**config.mk**
```make
export PLATFORM = sky130hd
export DESIGN_NAME = cla_seq_ctrl
export DESIGN_NICKNAME = d
export VERILOG_FILES = /design/src/rtl/cla_pkg.sv /design/src/rtl/cla_seq_ctrl_slice.sv /design/src/rtl/cla_seq_ctrl.sv
export SDC_FILE = /design/constraint.sdc
export NUM_CORES = 1
export LEC_CHECK = 0
export BUFFER_PORTS_ARGS = -buffer_cell sky130_fd_sc_hd__buf_2
export CORE_MARGIN = 3
export CORE_UTILIZATION = 45
export CTS_CLUSTER_DIAMETER = 80
export CTS_CLUSTER_SIZE = 30
export DETAILED_ROUTE_END_ITERATION = 8
export GPL_ROUTABILITY_DRIVEN = 0
export HOLD_SLACK_MARGIN = 0.1
export PLACE_DENSITY = 0.67
export SYNTH_ARGS = -nofsm -noshare
export SYNTH_HDL_FRONTEND = slang
export SYNTH_HIERARCHICAL = 1
export SYNTH_SLANG_ARGS = --single-unit
export TNS_END_PERCENT = 5
```
**constraint.sdc**
```tcl
create_clock -name clk -period 4.2 [get_ports clk]
set_input_delay 0.63 -clock clk [delete_from_list [all_inputs] [get_ports clk]]
set_output_delay 0.63 -clock clk [all_outputs]
set_load 0.02 [all_outputs]
```
**src/rtl/cla_pkg.sv**
```systemverilog
// ---------------------------------------------------------------------------
// cla_pkg
// Shared types and helpers for the sliced carry-lookahead adder controller.
//   state_t    : controller FSM encoding (IDLE, RUN, DONE)
//   nslices()  : number of SLICE-bit slices needed to cover WIDTH bits
//   cnt_width(): width of a counter that indexes n slices (at least 1 bit)
// ---------------------------------------------------------------------------
package cla_pkg;

    typedef enum logic [1:0] {
        IDLE = 2'd0,
        RUN  = 2'd1,
        DONE = 2'd2
    } state_t;

    function automatic int nslices(input int width, input int slice);
        return width / slice;
    endfunction

    function automatic int cnt_width(input int n);
        return (n <= 1) ? 1 : $clog2(n);
    endfunction

endpackage

```
**src/rtl/cla_seq_ctrl_slice.sv**
```systemverilog
// ---------------------------------------------------------------------------
// cla_slice
// Purely combinational SLICE-bit carry-lookahead adder slice.
// Ports:
//   x, y : SLICE-bit operand slices
//   ci   : carry into bit 0 of the slice
//   s    : SLICE-bit slice sum
//   co   : carry out of the top bit of the slice
// Every internal carry is formed directly from the generate/propagate terms
// and ci, so no carry ripples through the slice bit by bit.
// ---------------------------------------------------------------------------
module cla_slice #(
    parameter int SLICE = 4
) (
    input  logic [SLICE-1:0] x,
    input  logic [SLICE-1:0] y,
    input  logic             ci,
    output logic [SLICE-1:0] s,
    output logic             co
);

    logic [SLICE-1:0] p;
    logic [SLICE-1:0] g;
    logic [SLICE:0]   c;
    logic             term;
    logic             prod;

    assign p = x ^ y;
    assign g = x & y;

    // c[i+1] = g[i] | p[i]g[i-1] | ... | p[i]..p[1]g[0] | p[i]..p[0]ci
    always_comb begin
        c    = '0;
        term = 1'b0;
        prod = 1'b0;
        c[0] = ci;
        for (int i = 0; i < SLICE; i++) begin
            prod = ci;
            for (int j = 0; j <= i; j++) begin
                prod = prod & p[j];
            end
            term = prod;
            for (int j = 0; j <= i; j++) begin
                prod = g[j];
                for (int k = j + 1; k <= i; k++) begin
                    prod = prod & p[k];
                end
                term = term | prod;
            end
            c[i+1] = term;
        end
    end

    assign s  = p ^ c[SLICE-1:0];
    assign co = c[SLICE];

endmodule

```
**src/rtl/cla_seq_ctrl.sv**
```systemverilog
// ---------------------------------------------------------------------------
// cla_seq_ctrl
// Adds two WIDTH-bit operands by reusing one SLICE-bit lookahead slice over
// WIDTH/SLICE consecutive cycles; the inter-slice carry is held in a register.
// Ports:
//   clk, rst_n            : clock (rising edge), async active-low reset
//   in_valid / in_ready   : operand handshake; a, b, cin sampled on accept
//   out_valid / out_ready : result handshake; sum, cout, ovf held until taken
//   busy                  : high while an operation is in RUN or DONE
//
// state | meaning
// ------+------------------------------------------------------------------
// IDLE  | waiting for operands, in_ready high, last result held on outputs
// RUN   | one slice per cycle, counter selects the slice, carry registered
// DONE  | result valid, waiting for out_ready
// ---------------------------------------------------------------------------
module cla_seq_ctrl
    import cla_pkg::*;
#(
    parameter int WIDTH = 16,
    parameter int SLICE = 4
) (
    input  logic             clk,
    input  logic             rst_n,
    input  logic             in_valid,
    output logic             in_ready,
    input  logic [WIDTH-1:0] a,
    input  logic [WIDTH-1:0] b,
    input  logic             cin,
    output logic             out_valid,
    input  logic             out_ready,
    output logic [WIDTH-1:0] sum,
    output logic             cout,
    output logic             ovf,
    output logic             busy
);

    localparam int NSLICES = nslices(WIDTH, SLICE);
    localparam int CW      = cnt_width(NSLICES);
    localparam logic [CW-1:0] LAST = CW'(NSLICES - 1);

    if ((WIDTH % SLICE) != 0 || SLICE < 1) begin : g_bad_params
        $fatal(1, "cla_seq_ctrl: WIDTH (%0d) must be a multiple of SLICE (%0d)", WIDTH, SLICE);
    end

    state_t           state_q, state_d;
    logic [CW-1:0]    cnt_q, cnt_d;
    logic             carry_q, carry_d;
    logic [WIDTH-1:0] a_q, a_d;
    logic [WIDTH-1:0] b_q, b_d;
    logic [WIDTH-1:0] sum_q, sum_d;
    logic             cout_q, cout_d;
    logic             ovf_q, ovf_d;

    logic [SLICE-1:0] slice_x;
    logic [SLICE-1:0] slice_y;
    logic [SLICE-1:0] slice_s;
    logic             slice_co;
    logic             last_slice;

    assign slice_x    = a_q[int'(cnt_q)*SLICE +: SLICE];
    assign slice_y    = b_q[int'(cnt_q)*SLICE +: SLICE];
    assign last_slice = (cnt_q == LAST);

    cla_slice #(
        .SLICE (SLICE)
    ) u_slice (
        .x  (slice_x),
        .y  (slice_y),
        .ci (carry_q),
        .s  (slice_s),
        .co (slice_co)
    );

    // State register
    always_ff @(posedge clk or negedge rst_n) begin
        if (!rst_n) begin
            state_q <= IDLE;
        end else begin
            state_q <= state_d;
        end
    end

    // Next-state logic
    always_comb begin
        state_d = state_q;
        case (state_q)
            IDLE:    if (in_valid && in_ready)    state_d = RUN;
            RUN:     if (last_slice)              state_d = DONE;
            DONE:    if (out_valid && out_ready)  state_d = IDLE;
            default:                              state_d = IDLE;
        endcase
    end

    // Output decode; out_valid comes straight from the state flops
    always_comb begin
        in_ready  = (state_q == IDLE);
        out_valid = (state_q == DONE);
        busy      = (state_q == RUN) || (state_q == DONE);
    end

    // Datapath next-state
    always_comb begin
        cnt_d   = cnt_q;
        carry_d = carry_q;
        a_d     = a_q;
        b_d     = b_q;
        sum_d   = sum_q;
        cout_d  = cout_q;
        ovf_d   = ovf_q;
        case (state_q)
            IDLE: begin
                if (in_valid && in_ready) begin
                    a_d     = a;
                    b_d     = b;
                    carry_d = cin;
                    cnt_d   = '0;
                    sum_d   = '0;
                end
            end
            RUN: begin
                sum_d[int'(cnt_q)*SLICE +: SLICE] = slice_s;
                carry_d = slice_co;
                cnt_d   = cnt_q + CW'(1);
                if (last_slice) begin
                    cout_d = slice_co;
                    // slice_s[SLICE-1] is the freshly computed sum MSB
                    ovf_d  = (a_q[WIDTH-1] == b_q[WIDTH-1]) &&
                             (slice_s[SLICE-1] != a_q[WIDTH-1]);
                end
            end
            default: ;
        endcase
    end

    // Datapath registers
    always_ff @(posedge clk or negedge rst_n) begin
        if (!rst_n) begin
            cnt_q   <= '0;
            carry_q <= 1'b0;
            a_q     <= '0;
            b_q     <= '0;
            sum_q   <= '0;
            cout_q  <= 1'b0;
            ovf_q   <= 1'b0;
        end else begin
            cnt_q   <= cnt_d;
            carry_q <= carry_d;
            a_q     <= a_d;
            b_q     <= b_d;
            sum_q   <= sum_d;
            cout_q  <= cout_d;
            ovf_q   <= ovf_d;
        end
    end

    assign sum  = sum_q;
    assign cout = cout_q;
    assign ovf  = ovf_q;

endmodule

```
# Word-level counts from Yosys, hierarchy flattened
# Cells that the tools add are included.
# W data, S select, Z words.
# totals
register_bits,55
output_inout_bits,21
elab_cells,66
# classes
add_sub_neg,2
n_eq_ne,8
shifts,4
n_mux,11
bitwise,23
reduce_logical,10
# op_table
operator,n
$neg A4 Y33,1
$shift A4 B33 Y16 const A,1
$shiftx A4 B33 Y16,1
$pmux W16 S2,1
$shiftx A16 B5 Y4,2
$bwmux W16,1
$mux W16,1
$and A1 B1 Y1,10
$or A1 B1 Y1,10
$mux W2,4
$xor A4 B4 Y4,2
$pmux W2 S3,1
$reduce_and A2 Y1,3
$and A4 B4 Y4,1
$eq A2 B2 Y1 const B,2
$ne A2 B1 Y1 const B,2
$pmux W2 S2,1
$logic_and A1 B1 Y1,3
$reduce_and A3 Y1,1
$add A2 B1 Y2 const B,1
$eq A2 B1 Y1 const B,1
$logic_not A2 Y1,1
$ne A2 B2 Y1 const B,1
$pmux W1 S2,1
5 further kinds,5

# Longest topological paths before layout
# depth
ltp_word,12
mapped_depth,10
mapped_depth_nobuf,9

# Cells and area by module
# The synthesis kept the hierarchy.
# by_module_without_submodules
module,instances,cells_per_inst,area_per_inst_um2,seq_area_each_um2
cla_seq_ctrl,1,198,2731.4,1376.3
cla_slice,1,15,151.4,0.0

# Worst setup path before layout
# OpenSTA, ideal clock, no wires.
# synth_path
kind,register -> register
from,register cnt_q[0]
to,"register sum_q[6], in the netlist sum[6]"
setup_ns,0.064
t_arrival_ns,2.556
required_time_ns,4.136
path_slack_ns,1.580
path_stages_with_launch,11
path_buffers,1
cell_sequence,dfrtp_1 -> buf_4 -> mux4_2 -> ha_1 -> ha_1 -> o21a_1 -> nor2_2 -> xnor2_1 -> inv_1 -> nor4_1 -> mux2_4
# synth_via
word_cells_on_any_way,22
# synth_lines
item,line,source
start: declaration,cla_seq_ctrl.sv:47,"logic [CW-1:0] cnt_q, cnt_d;"
start signal: assignment,cla_seq_ctrl.sv:147,cnt_q <= cnt_d;
$shiftx A16 B5 Y4 *,cla_seq_ctrl.sv:62,assign slice_y = b_q[int'(cnt_q)*SLICE +: SLICE];
net slice_y[0],cla_seq_ctrl.sv:56,logic [SLICE-1:0] slice_y;
$xor A4 B4 Y4,cla_seq_ctrl_slice.sv:28,assign p = x ^ y;
$and A1 B1 Y1 (2 in a row),cla_seq_ctrl_slice.sv:40,prod = prod & p[j];
$or A1 B1 Y1 * (2 in a row),cla_seq_ctrl_slice.sv:48,term = term | prod;
$xor A4 B4 Y4 *,cla_seq_ctrl_slice.sv:54,assign s = p ^ c[SLICE-1:0];
net slice_s[2],cla_seq_ctrl.sv:57,logic [SLICE-1:0] slice_s;
$shiftx A4 B33 Y16 *,cla_seq_ctrl.sv:122,sum_d[int'(cnt_q)*SLICE +: SLICE] = slice_s;
$bwmux W16 *,cla_seq_ctrl.sv:122,
$pmux W16 S2 *,cla_seq_ctrl.sv:111,case (state_q)
end signal: assignment,cla_seq_ctrl.sv:151,sum_q <= sum_d;
end: declaration,cla_seq_ctrl.sv:51,"logic [WIDTH-1:0] sum_q, sum_d;"
# The timed path passes the listed nets; every way through them passes the cells marked *.
# A chain may end at the register's enable or synchronous reset.

# Worst setup path after layout
# layout_path
from,register cnt_q[0]
to,"register ovf_q, in the netlist ovf"
# layout_via
elab_chain_len,11
word_cells_on_any_way,18
# layout_lines
item,line,source
$shiftx A16 B5 Y4 *,cla_seq_ctrl.sv:62,
net slice_y[0],cla_seq_ctrl.sv:56,
$xor A4 B4 Y4,cla_seq_ctrl_slice.sv:28,
$and A1 B1 Y1 (3 in a row),cla_seq_ctrl_slice.sv:40,
$or A1 B1 Y1 * (3 in a row),cla_seq_ctrl_slice.sv:48,
$xor A4 B4 Y4 *,cla_seq_ctrl_slice.sv:54,
net slice_s[3],cla_seq_ctrl.sv:57,
$ne A1 B1 Y1 *,cla_seq_ctrl.sv:129,(slice_s[SLICE-1] != a_q[WIDTH-1]);
$logic_and A1 B1 Y1 *,cla_seq_ctrl.sv:128,ovf_d = (a_q[WIDTH-1] == b_q[WIDTH-1]) &&
end signal: assignment,cla_seq_ctrl.sv:153,ovf_q <= ovf_d;
end: declaration,cla_seq_ctrl.sv:53,"logic ovf_q, ovf_d;"
# Marked as above.

==> results.md <==
* Mapped Avg Cell Area at 13.5 um^2
* CTS tree: yes
* Sw Share at ~43%
* Tot GR Track Use at approximately 15%
* Final std cell area, no fill at 0.00332 mm^2
* RSZ-0062 raised after global routing: no
* Ys Warns at 6
* Sequential Power Share at roughly a third
* Detail Placement HPWL at roughly 3900 um
* Cell Area, Synth at slightly below 0.003 mm^2
* Power share of the clock group at a little over a tenth
* H-tree Lvls at 2
* Combinational power share at 56.7%
* Total core area at 0.00606 mm^2
* FFs w/ async S/R, synth at 100%
* Nets at 323
* Slowest CP cell: mux4_2
* Largest family of logic cells by synthesized area: multiplexers
* Root Driver: clkbuf_8
* Syn Nets at approximately 270
* Hold Crit Class: in -> async
* Synth cell types at 42
* IO buf count at 57
* Post-Syn Instances at 213
* Final clock skew at a little under 0.008 ns
* Simple-Gate Fraction of Synth Area at about 8.4%
* Critical path's largest stage delay at 0.59 ns
* Share of cells above drive strength 1 at around 47%
* Clock slew at reported path FFs at 0.10 ns
* Net Switching at 0.00116 W
* Initial antenna violation count at 0
* Crit path cell chain: mux4_2 > ha_1 > ha_1 > o211ai_2 > nand2_1 > xor2_1 > nor3b_1 > a21oi_1 > o21ai_0
* Final Hold Fails at 0
* Top cell type's share of synthesized area at 47.7%
* Power, Total at 0.00272 W
* Top post-synthesis cells by area: dfrtp_1 48%, mux2_2 13%, mux4_2 6.3%, ha_1 6.1%, mux2_4 4.2%
* Max Fanout on Critical Path at 7
* Row cnt at 28
* Global-route wire length before repair at 8960 um
* Achievable Freq at roughly 340 MHz
* Initial DRC Count at 47
* Synth Area in Compound Gates at 6.42%
* Critical Path AT at 3.14 ns
* Die X at around 86 um
* Buf/Inv on CP at 0
* Adder-Cell Fraction of Synth Area at under 10%
* Post-synth top flop: dfrtp_1
* Utilization after layout at 54.7%
* Final wirelength at 5230 um
* Post-cts sizing count at 0
* Final Cycle Share at 69.2%
* Pleak at 1.57 nW
* Number of global-route vias before repair at 1900
* Wirelength per Cell at 15.1 um
* Filler Cells Inserted at 526
* Hold_buf cts at 0
* Via/cell ratio at 5.22
* Post-synth EDFFs at 0
* Post-synthesis register bit count at 55
* Clk buf depth at 2
* Min Hold Slack at between 0.4 and 0.5 ns
* Final setup vio count at 0
* Peak supply drop at 0.000466 V
* CTS sink cnt at 55
* Data required, critical path at about 4.4 ns
* Pwr Density at 821 mW/mm^2
* CP delay by family, top: multiplexers
* Initial Utilization at 47.6%
* Max-cap violations at 0
* Die Area at between 0.007 and 0.008 mm^2
* Total negative slack at 0 ns
* Ports at 58
* Crit-path most repeated cell: ha_1
* Syn-to-layout area delta at 15.1%
* Sequential area share after synthesis at 47.7%
* Max-slew violations at 0
* Post-synthesis xor/xnor area fraction at 0.911%
* DRT Pass-1 Iters at 4
* Final ANT Viol Nets at 0
* Status: complete, no violations
* Worst Setup End Kind: register
* Min Tclk post-route at 2.91 ns
* Crit start category: register
* Worst slew pin tran at 0.804 ns
* Num CTS Buffers at 5
* Pint at 0.00156 W
* Clock insertion delay at the later pin of the skew report at 0.31 ns
* Area of placed instances at 0.00322 mm^2
* Post-CTS Setup Bufs at 0
* Vias at 1811
* Slew HR at 46.4%
* Grt ovf at 0
* Post-synth top area cell: dfrtp_1
* Die Y at 86.0 um
* Multiplexer share of the synthesized area at 26.3%
* Crit Path Class: reg -> reg
* Ant diodes at 0
* DRC viols at 0
* Largest net degree at the start of global routing at 56
==> stage by stage <==
stage,worst slack (ns),instances
floorplan,1.58,213
global placement,1.40,339
detailed placement,1.31,339
CTS,1.27,347
global route,0.990,347
finish,1.29,347
==> flip-flops by register name, summed over array words and instances, names as in the netlist <==
name / cells
b_q: 16
state_q: 2
cout: 1
sum: 16
cnt_q: 2
carry_q: 1
a_q: 16
ovf: 1
==> cell families after synthesis <==
logic type	after synthesis
mux	56
flops	55
simple gates	43
buf+inv	21
compound gates	20
fa+ha+maj	15
xor+xnor	3
==> area by class of cell <==
cell class / instances / area, um^2 / area share (%)
inverter: 13 / 48.8 / 1.47
clock buffer: 5 / 68.8 / 2.07
clock inverter: 3 / 23.8 / 0.717
timing repair buffer: 59 / 300 / 9.05
multi-input combinational: 137 / 1410 / 42.4
tap: 75 / 93.8 / 2.83
sequential: 55 / 1380 / 41.5
==> power groups by stage <==
stage	combinational (W)	clock, W	sequential (W)
5_1_grt	0.00170	0.000332	0.000911
2_1_floorplan	0.00123	0	0.000867
6_report	0.00155	0.000300	0.000878
3_3_place_gp	0.00152	0	0.000891
4_1_cts	0.00156	0.000312	0.000886
3_5_place_dp	0.00155	0	0.000898
==> cell usage after synthesis (3+ instances only) <==
cell type / n
mux4_2: 8
a21oi_4: 3
inv_1: 13
ha_1: 14
mux2i_1: 4
dfrtp_1: 55
o2bb2ai_1: 3
nand2b_1: 3
nor3_1: 3
mux2_2: 33
buf_2: 3
nand3_1: 8
nand2_1: 14
o21ai_0: 3
nor2_1: 4
mux2_4: 8
==> layer usage <==
metal | GRT usage, % | wire length (um)
met4 | 5.76 | 68
met3 | 3.94 | 278
met1 | 20.7 | 2330
met5 | 0 | 0
met2 | 24.3 | 2560
==> final timing paths <==
kind	from	endpoint	slack [ns]	cells past startpoint
worst max-delay path	cnt_q[0]$_DFFE_PN0P_	ovf$_DFFE_PN0P_	1.29	9
worst min-delay path	rst_n	sum[6]$_DFFE_PN0P_	0.44	2
worst max register to register	cnt_q[0]$_DFFE_PN0P_	ovf$_DFFE_PN0P_	1.29	9
worst min register to register	sum[12]$_DFFE_PN0P_	sum[12]$_DFFE_PN0P_	0.49	1
max in group asynchronous	rst_n	a_q[12]$_DFFE_PN0P_	3.31	2
min in group clk	sum[12]$_DFFE_PN0P_	sum[12]$_DFFE_PN0P_	0.49	1
==> cell usage in the layout, fill, tap and decap left out, types with 2 or more instances in the layout <==
cell type  Yosys  final
buf_2          3     57
dfrtp_1       55     55
mux2_2        33     33
nand2_1       14     14
ha_1          14     14
inv_1         13     13
mux4_2         8      8
nand3_1        8      8
mux2_4         8      8
clkbuf_8       0      5
nor2_1         4      4
mux2i_1        4      4
a21oi_4        3      3
nand2b_1       3      3
o21ai_0        3      3
o2bb2ai_1      3      3
nor3_1         3      3
and4bb_2       2      2
a31oi_1        2      2
mux2_1         2      2
a21oi_1        2      2
nor4_1         2      2
buf_4          1      2
xor2_1         2      2
(Power assumes the default switching activity.)
